### config.mk
export PLATFORM = sky130hd
export DESIGN_NAME = tcm_boot_loader
export DESIGN_NICKNAME = d
export VERILOG_FILES = /design/src/rtl/tcm_loader_pkg.sv /design/src/rtl/tcm_loader_fifo.sv /design/src/rtl/tcm_boot_loader.sv
export SDC_FILE = /design/constraint.sdc
export NUM_CORES = 1
export LEC_CHECK = 0
export CORE_ASPECT_RATIO = 1.2
export CORE_MARGIN = 2
export CORE_UTILIZATION = 56
export DETAILED_ROUTE_END_ITERATION = 10
export PLACE_DENSITY = 0.79
export SKIP_CTS_REPAIR_TIMING = 1
export SYNTH_ARGS = -nofsm -noshare
export SYNTH_HDL_FRONTEND = slang
export SYNTH_SLANG_ARGS = --single-unit
### constraint.sdc
create_clock -name clk_i -period 4.35 [get_ports clk_i]
set_clock_uncertainty 0.15 [all_clocks]
set_input_delay 0.87 -clock clk_i [delete_from_list [all_inputs] [get_ports clk_i]]
set_output_delay 0.87 -clock clk_i [all_outputs]
set_load 0.05 [all_outputs]
### src/rtl/tcm_loader_pkg.sv
// Shared types and constants for the TCM boot loader and its input FIFO.
package tcm_loader_pkg;

    localparam int          WORD_W  = 32;
    localparam logic [3:0]  WE_FULL = 4'hF;
    localparam int          CNT_W   = 16;

    typedef enum logic [2:0] {
        IDLE,
        LOAD,
        DRAIN,
        RST,
        DONE
    } state_t;

endpackage

### src/rtl/tcm_loader_fifo.sv
// Synchronous FIFO with an asynchronous active-high reset.
// A push into a full FIFO is accepted when a pop happens in the same cycle.
module tcm_loader_fifo #(
    parameter int DEPTH = 4,
    parameter int WIDTH = 64
) (
    input  logic             clk,
    input  logic             rst,
    input  logic             push,
    input  logic             pop,
    input  logic [WIDTH-1:0] wdata,
    output logic             full,
    output logic             empty,
    output logic [WIDTH-1:0] data
);

    localparam int AW = $clog2(DEPTH);

    logic [WIDTH-1:0] mem [DEPTH];
    logic [AW:0]      wr_ptr;
    logic [AW:0]      rd_ptr;
    logic             do_push;
    logic             do_pop;

    assign empty   = (wr_ptr == rd_ptr);
    assign full    = (wr_ptr[AW] != rd_ptr[AW]) && (wr_ptr[AW-1:0] == rd_ptr[AW-1:0]);
    assign do_pop  = pop && !empty;
    assign do_push = push && (!full || do_pop);
    assign data    = mem[rd_ptr[AW-1:0]];

    always_ff @(posedge clk or posedge rst) begin
        if (rst) begin
            wr_ptr <= '0;
            rd_ptr <= '0;
        end else begin
            if (do_push) wr_ptr <= wr_ptr + 1'b1;
            if (do_pop)  rd_ptr <= rd_ptr + 1'b1;
        end
    end

    always_ff @(posedge clk) begin
        if (do_push) mem[wr_ptr[AW-1:0]] <= wdata;
    end

endmodule

### src/rtl/tcm_boot_loader.sv
// Streams (addr, instruction) words into the TCM, then pulses the core reset.
// Optional checksum_o output enabled by defining TCM_BOOT_LOADER_CHECKSUM_EN.
module tcm_boot_loader
    import tcm_loader_pkg::*;
#(
    parameter int FIFO_DEPTH = 4,
    parameter int RESET_HOLD = 2
) (
    input  logic              clk_i,
    input  logic              rst_i,
    input  logic              start_i,
    input  logic              in_valid_i,
    output logic              in_ready_o,
    input  logic [WORD_W-1:0] in_addr_i,
    input  logic [WORD_W-1:0] in_data_i,
    input  logic              in_last_i,
    output logic [3:0]        tb_inst_we_o,
    output logic [WORD_W-1:0] tb_inst_addr_o,
    output logic [WORD_W-1:0] tb_inst_data_o,
    output logic              rst_cpu_o,
    output logic              busy_o,
    output logic              done_o,
    output logic              err_o,
    output logic [CNT_W-1:0]  word_count_o
`ifdef TCM_BOOT_LOADER_CHECKSUM_EN
    ,
    output logic [WORD_W-1:0] checksum_o
`endif
);

    localparam int                HW        = $clog2(RESET_HOLD + 1);
    localparam logic [HW-1:0]     HOLD_LAST = HW'(RESET_HOLD - 1);

    state_t              state, state_n;
    logic [HW-1:0]       hold_cnt;
    logic                fifo_full, fifo_empty;
    logic [2*WORD_W-1:0] fifo_head;
    logic                accept, aligned, good, fifo_push, wr_fire, session_start;
    logic [WORD_W-1:0]   wr_addr, wr_data;

    assign in_ready_o    = (state == LOAD) && !fifo_full;
    assign accept        = in_valid_i && in_ready_o;
    assign aligned       = (in_addr_i[1:0] == 2'b00);
    assign good          = accept && aligned;
    assign session_start = start_i && ((state == IDLE) || (state == DONE));

    // An empty FIFO is bypassed so a fresh word reaches the TCM one cycle after acceptance.
    assign fifo_push = good && !fifo_empty;
    assign wr_fire   = !fifo_empty || good;
    assign wr_addr   = fifo_empty ? in_addr_i : fifo_head[2*WORD_W-1:WORD_W];
    assign wr_data   = fifo_empty ? in_data_i : fifo_head[WORD_W-1:0];

    tcm_loader_fifo #(
        .DEPTH (FIFO_DEPTH),
        .WIDTH (2*WORD_W)
    ) u_fifo (
        .clk   (clk_i),
        .rst   (rst_i),
        .push  (fifo_push),
        .pop   (!fifo_empty),
        .wdata ({in_addr_i, in_data_i}),
        .full  (fifo_full),
        .empty (fifo_empty),
        .data  (fifo_head)
    );

    assign rst_cpu_o = (state == RST);
    assign busy_o    = (state == LOAD) || (state == DRAIN) || (state == RST);
    assign done_o    = (state == DONE);

    always_ff @(posedge clk_i or posedge rst_i) begin
        if (rst_i) state <= IDLE;
        else       state <= state_n;
    end

    always_comb begin
        state_n = state;
        case (state)
            IDLE:    if (start_i) state_n = LOAD;
            LOAD:    if (accept && in_last_i) state_n = DRAIN;
            DRAIN:   if (fifo_empty && (tb_inst_we_o == '0)) state_n = RST;
            RST:     if (hold_cnt == HOLD_LAST) state_n = DONE;
            DONE:    if (start_i) state_n = LOAD;
            default: state_n = IDLE;
        endcase
    end

    always_ff @(posedge clk_i or posedge rst_i) begin
        if (rst_i) begin
            hold_cnt       <= '0;
            tb_inst_we_o   <= '0;
            tb_inst_addr_o <= '0;
            tb_inst_data_o <= '0;
            word_count_o   <= '0;
            err_o          <= 1'b0;
        end else begin
            hold_cnt <= (state == RST) ? hold_cnt + 1'b1 : '0;

            tb_inst_we_o <= wr_fire ? WE_FULL : '0;
            if (wr_fire) begin
                tb_inst_addr_o <= wr_addr;
                tb_inst_data_o <= wr_data;
            end

            if (session_start)
                word_count_o <= '0;
            else if ((tb_inst_we_o == WE_FULL) && (word_count_o != '1))
                word_count_o <= word_count_o + 1'b1;

            if (session_start)
                err_o <= 1'b0;
            else if (accept && !aligned)
                err_o <= 1'b1;
        end
    end

`ifdef TCM_BOOT_LOADER_CHECKSUM_EN
    always_ff @(posedge clk_i or posedge rst_i) begin
        if (rst_i)
            checksum_o <= '0;
        else if (session_start)
            checksum_o <= '0;
        else if (tb_inst_we_o == WE_FULL)
            checksum_o <= checksum_o + tb_inst_data_o;
    end
`endif

endmodule

* Yosys cells after proc, flatten, opt, wreduce, memory -nomap -nowiden *
Memory sizes are Yosys's and may differ from the RTL's.
Index checks and enable logic that the tools add are counted.

cells by class
  $add $sub $neg = 4
  equality and inequality tests = 14
  multiplexer cells = 15
  reductions and logical operators = 26

operators with widths
  cell                                                                      number
  32-bit two-way mux                                                        2
  16-bit two-way mux                                                        2
  16-bit by 1-bit adder with 16-bit output (second input constant)          1
  16-bit inequality test (second input constant)                            1
  3-bit two-way mux                                                         4
  3-bit case mux with 4 select lines                                        1
  1-bit logical AND                                                         11
  2-bit by 1-bit inequality test with 1-bit output (second input constant)  4
  3-bit by 1-bit adder with 3-bit output (second input constant)            2
  3-bit by 2-bit == test with 1-bit output (second input constant)          2
  1-bit logical OR                                                          5
  4-bit == test (second input constant)                                     1
  4-bit logical NOT                                                         1
  1-bit two-way mux                                                         4
  4-bit two-way mux                                                         1
  4-bit AND reduction                                                       1
  2-bit nonzero test                                                        2
  3-bit by 1-bit == test with 1-bit output (second input constant)          1
  3-bit == test                                                             1
  3-bit == test (second input constant)                                     1
  1-bit logical NOT                                                         3
  3-bit logical NOT                                                         1
  2-bit by 1-bit adder with 2-bit output (second input constant)            1
  2-bit by 1-bit == test with 1-bit output (second input constant)          1
  5 further kinds                                                           5

word-level totals
  register bits = 96
  bits in writable memories = 256
  input bits = 69
  output and inout bits = 89
  logic and storage cells = 69
  memories kept = 1

memory list
  name        words  bits a word  rd ports  clocked after memory_dff  write ports  RTL line               text
  u_fifo.mem  4      64           1         0                         1            tcm_loader_fifo.sv:19  logic [WIDTH-1:0] mem [DEPTH];

* Logic depth before layout (Yosys ltp) *
  word-level depth = 10
  mapped depth = 7
  mapped depth without buffers = 5

* Cells and area by module *
A second synthesis with hierarchy kept.

unflattened totals
  cells, all modules = 784
  area total of the unflattened synthesis = 13868.3 um^2

by module, submodules not included
  module           instances  cells an instance  area each (um^2)  sequential area each (um^2)
  tcm_loader_fifo  1          370                9635.5            7837.5
  tcm_boot_loader  1          414                4232.8            2177.1

* Worst setup path after synthesis *
Ideal clock, no wire load.

  path type = in2reg
  from = input port in_addr_i[1]
  to = memory u_fifo.mem[3][0], enable pin
  setup time = 454 ps
  arrival time = 3631 ps
  required time = 3746 ps
  slack = 114 ps
  stages on the path = 4
  buffers on the path = 1
  cells stage by stage = nor2_2 -> nand2_1 -> clkbuf_1 -> nor4b_4

between the ends
  word-level cells in the longest chain between the ends = 6

ends and longest elaborated chain
  what                                     RTL line               text
  from (decl)                              tcm_boot_loader.sv:14  input logic [WORD_W-1:0] in_addr_i,
  2-bit logical NOT                        tcm_boot_loader.sv:43  assign aligned = (in_addr_i[1:0] == 2'b00);
  1-bit logical AND                        tcm_boot_loader.sv:44  assign good = accept && aligned;
  1-bit logical AND                        tcm_boot_loader.sv:48  assign fifo_push = good && !fifo_empty;
  1-bit logical AND                        tcm_loader_fifo.sv:28  assign do_push = push && (!full || do_pop);
  1-bit two-way mux                        tcm_loader_fifo.sv:42  if (do_push) mem[wr_ptr[AW-1:0]] <= wdata;
  1-bit two-way mux (not written as such)  tcm_loader_fifo.sv:42
  to (decl)                                tcm_loader_fifo.sv:19

Every way passes these cells.

* Worst setup path after layout *
  from = register u_fifo.rd_ptr[0]
  to = output port in_ready_o

between the ends
  word-level cells in the longest chain between the ends = 4

ends and longest elaborated chain
  what                    RTL line               text
  from (decl)             tcm_loader_fifo.sv:21  logic [AW:0] rd_ptr;
  from (signal assigned)  tcm_loader_fifo.sv:37  if (do_pop) rd_ptr <= rd_ptr + 1'b1;
  2-bit == test           tcm_loader_fifo.sv:26  assign full = (wr_ptr[AW] != rd_ptr[AW]) && (wr_ptr[AW-1:0] == rd_ptr[AW-1:0]);
  1-bit logical AND       tcm_loader_fifo.sv:26
  1-bit logical NOT       tcm_boot_loader.sv:41  assign in_ready_o = (state == LOAD) && !fifo_full;
  1-bit logical AND       tcm_boot_loader.sv:41
  to (decl)               tcm_boot_loader.sv:13  output logic in_ready_o,

Every way passes these cells.

==> summary.txt <==
Routing
  • Detailed Route Iter0 Violations: about 1100
  • Via Count: roughly 9000
  • Via density per instance: around 6.5
  • Avg WL per Cell: 24.9 um
  • DRC Markers: 0
  • Drt first pass iters: 5
  • DRT Wirelength: between 30000 and 40000 um
  • Antenna Nets Post-Route: 0

Finish
  • Layout cells sized above 1: 14.6%
  • Antenna Cells: 0
  • Post-Layout Cell Count: 1371
  • Nets@finish: ~1100
  • Area Growth Syn to Fin: 21.5%

CTS
  • Root Buffer: clkbuf_16
  • H-Tree Depth: 2
  • Worst skew pair latency: just over 0.5 ns
  • CTS Buf Count: 34
  • CTS sink cnt: roughly 350
  • CTS tree: yes
  • CTS clk-pin slew, worst paths: 0.06 ns
  • Maximum buffer depth of the clock tree: 3

Floorplan
  • Starting Density: 57.1%
  • Full die area: about 27000 sq um
  • Width of the die: approximately 150 um
  • Core area: 24800 sq um
  • FP Rows: between 60 and 70
  • IO Count: between 150 and 200
  • Die Span Y: around 180 um

Global routing
  • Total grt overflow: 0
  • First-pass GRT wire length: 52800 um
  • Vias in the first global route: 9323
  • Largest net degree at the start of global routing: a little over 80
  • Overall Global Routing Usage: around a quarter
  • Initial antenna violation count: 0

Run
  • Max_cap viols: 0

STA
  • Final period util: 79.2%
  • Max Transition Viols Final: 0
  • Fmax: 290 MHz
  • Min cycle time layout: roughly 3.4 ns
  • Worst slew margin: 26.7%
  • # setup viols final: 0
  • Hold slack: slightly below 0.3 ns
  • Final Hold Vio Count: 0
  • Tightest Pin Transition: approximately 1.1 ns
  • RSZ-0062 raised after global routing: false
  • Setup tns final: 0 ns

Power and ir drop
  • Register share of total power: about two fifths
  • Power per cell area: 576 nW/um^2
  • Clk pwr share: between 30% and 40%
  • Switch Pwr: between 3000 and 4000 uW
  • Worst ir drop on vdd: roughly 0.47 mV
  • Leakage: ~0.006 uW
  • Pint: 6660 uW
  • Sw frac: between 30% and 40%
  • Comb pwr share: a little over a quarter

Setup path
  • CP startpoint kind: flip-flop
  • Reg2reg end: u_fifo.mem[0][4]$_DFFE_PP_
  • Worst Path Max Fanout: 18
  • Required @ worst endpoint: approximately 3.3 ns
  • Buf/Inv on CP: 1
  • Setup slack, reg-to-reg: between 1 and 1.5 ns
  • CP Cell Sequence: xor2_2 > o31a_1 > clkdlybuf4s50_1
  • Reg2Reg Launch Point: u_fifo.rd_ptr[1]$_DFFE_PP0N_
  • R2r worst-path depth: 5
  • CP max-delay cell: clkdlybuf4s50_1
  • CP delay by family, top: buffers and inverters
  • Setup Crit Path Kind: flip-flop to primary output
  • CP endpoint kind: primary output
  • Crit path DAT: approximately 2.4 ns
  • Max incr delay on CP: around 0.83 ns

Synth
  • Ys async rst share: about a quarter
  • Synthesized area: about 14000 sq um
  • Most common cell in the netlist: edfxtp_1
  • Synth area leader: edfxtp_1
  • Synthesized Nets: between 900 and 1000
  • Syn Area/Cell: between 15 and 20 sq um
  • Synth cell count leaders: edfxtp_1, dfrtp_1, nor2_1
  • Yosys warnings: 0
  • Yosys reg bits: between 300 and 400
  • Post-synthesis sequential area ratio: a little over two thirds
  • Area contributors post-synth: edfxtp_1, dfrtp_1, mux4_2, a41oi_1, o21ai_0
  • Yosys top cell area share: a little over half
  • Post-synth EDFFs: ~260
  • Synth cell types: 53
  • Synth Instances: between 800 and 900
  • Post-synth top flop: edfxtp_1

Worst hold path
  • Hold path start: hold_cnt[0]$_DFF_PP0_
  • Hold depth: 1
  • Hold WC Path Type: flip-flop to flip-flop
  • Hold endpoint: hold_cnt[0]$_DFF_PP0_

Placement
  • Dpl hpwl: around 19000 um
  • Placed cells: 1310
  • IO buf count: about 160
  • GP Congestion: 0.839

Status
  • Outcome: finished clean
final cells by class:
cell class	count	area [sq um]
clock inverters	13	225
inverters	7	28.8
repair buffers	174	1750
clock buffers	48	977
multi-input cells	455	3820
fillers	1603	7600
flip-flops and latches	349	10000
well taps	325	407
power groups by stage:
stage | combinational (uW) | clock (uW) | sequential (uW)
after floorplan | 621 | 0 | 5200
after global placement | 2610 | 0 | 4170
after detailed placement | 2640 | 0 | 4170
after CTS | 2670 | 3170 | 4110
after global routing | 2790 | 3280 | 4150
final | 2670 | 3140 | 4110
stage by stage:
step                utilization (%)  power (uW)  area [sq um]  setup slack (ns)
floorplan                         -        5820         14200             0.114
global placement               64.5        6780         16000              1.05
detailed placement             64.5        6810         16000              1.01
CTS                            69.4        9950         17200             0.874
global route                   69.4       10200         17200             0.788
finish                         69.4        9920         17200             0.903
metal layers:
metal  up-vias  track usage [%]  wire length [um]  part of all wire (%)
met3       105             3.71              2610                   7.7
met4         0             11.7              1350                   4.0
met2       545             44.9             17500                    51
met5         -                0                 0                     0
met1      4560             34.3             12700                    37
li1       3764                -                 -                     -
cell usage in the layout (no fill, tap or decap), types with 3 or more instances in the layout:
cell type	n
mux4_2	64
edfxtp_1	256
and3_1	3
and2_4	3
ha_1	7
o31ai_1	4
inv_1	6
a21oi_1	58
or4_1	3
bufinv_16	6
nand3_1	7
clkbuf_16	37
clkbuf_1	10
o21ai_1	3
dfrtp_1	91
nand2_1	19
a31oi_1	18
o21ai_0	66
nand2b_1	3
a41oi_1	50
clkinvlp_4	3
clkdlybuf4s50_1	157
xnor2_1	5
nand4_1	17
nor3_1	7
nor2_1	78
or3_1	3
buf_12	4
buf_4	13
worst max path at each step:
stage,to,from,slack [ns],cells after the start
after floorplan,u_fifo.mem[3][0]$_DFFE_PP_,in_addr_i[1],0.11,4
after global placement,u_fifo.mem[2][46]$_DFFE_PP_,in_addr_i[1],1.05,6
after detailed placement,u_fifo.mem[0][49]$_DFFE_PP_,in_addr_i[1],1.01,6
after CTS,in_ready_o,u_fifo.rd_ptr[0]$_DFFE_PP0N_,0.87,3
after global routing,in_ready_o,u_fifo.rd_ptr[0]$_DFFE_PP0N_,0.79,3
final,in_ready_o,u_fifo.rd_ptr[0]$_DFFE_PP0N_,0.90,3
cell families (layout without fill, tap and decap cells):
group | after synthesis | in the layout | share of synthesized area (%)
xor gates and xnor gates | 10 | 10 | 0.777
muxes | 66 | 66 | 10.3
and+or+nand+nor | 164 | 164 | 5.82
adders and majority gates | 7 | 7 | 0.618
AOI/OAI and AO/OA | 208 | 208 | 9.19
DFF | 349 | 349 | 70.6
buffers and inverters | 77 | 242 | 2.64
flip-flops by register name (all words and copies together), names as in the netlist:
name,cells
word_count_o,16
u_fifo.rd_ptr,3
u_fifo.wr_ptr,3
hold_cnt,2
u_fifo.mem,256
tb_inst_we_o,1
tb_inst_addr_o,32
err_o,1
tb_inst_data_o,32
state,3
Note: power is estimated with default switching activity, not from simulation.
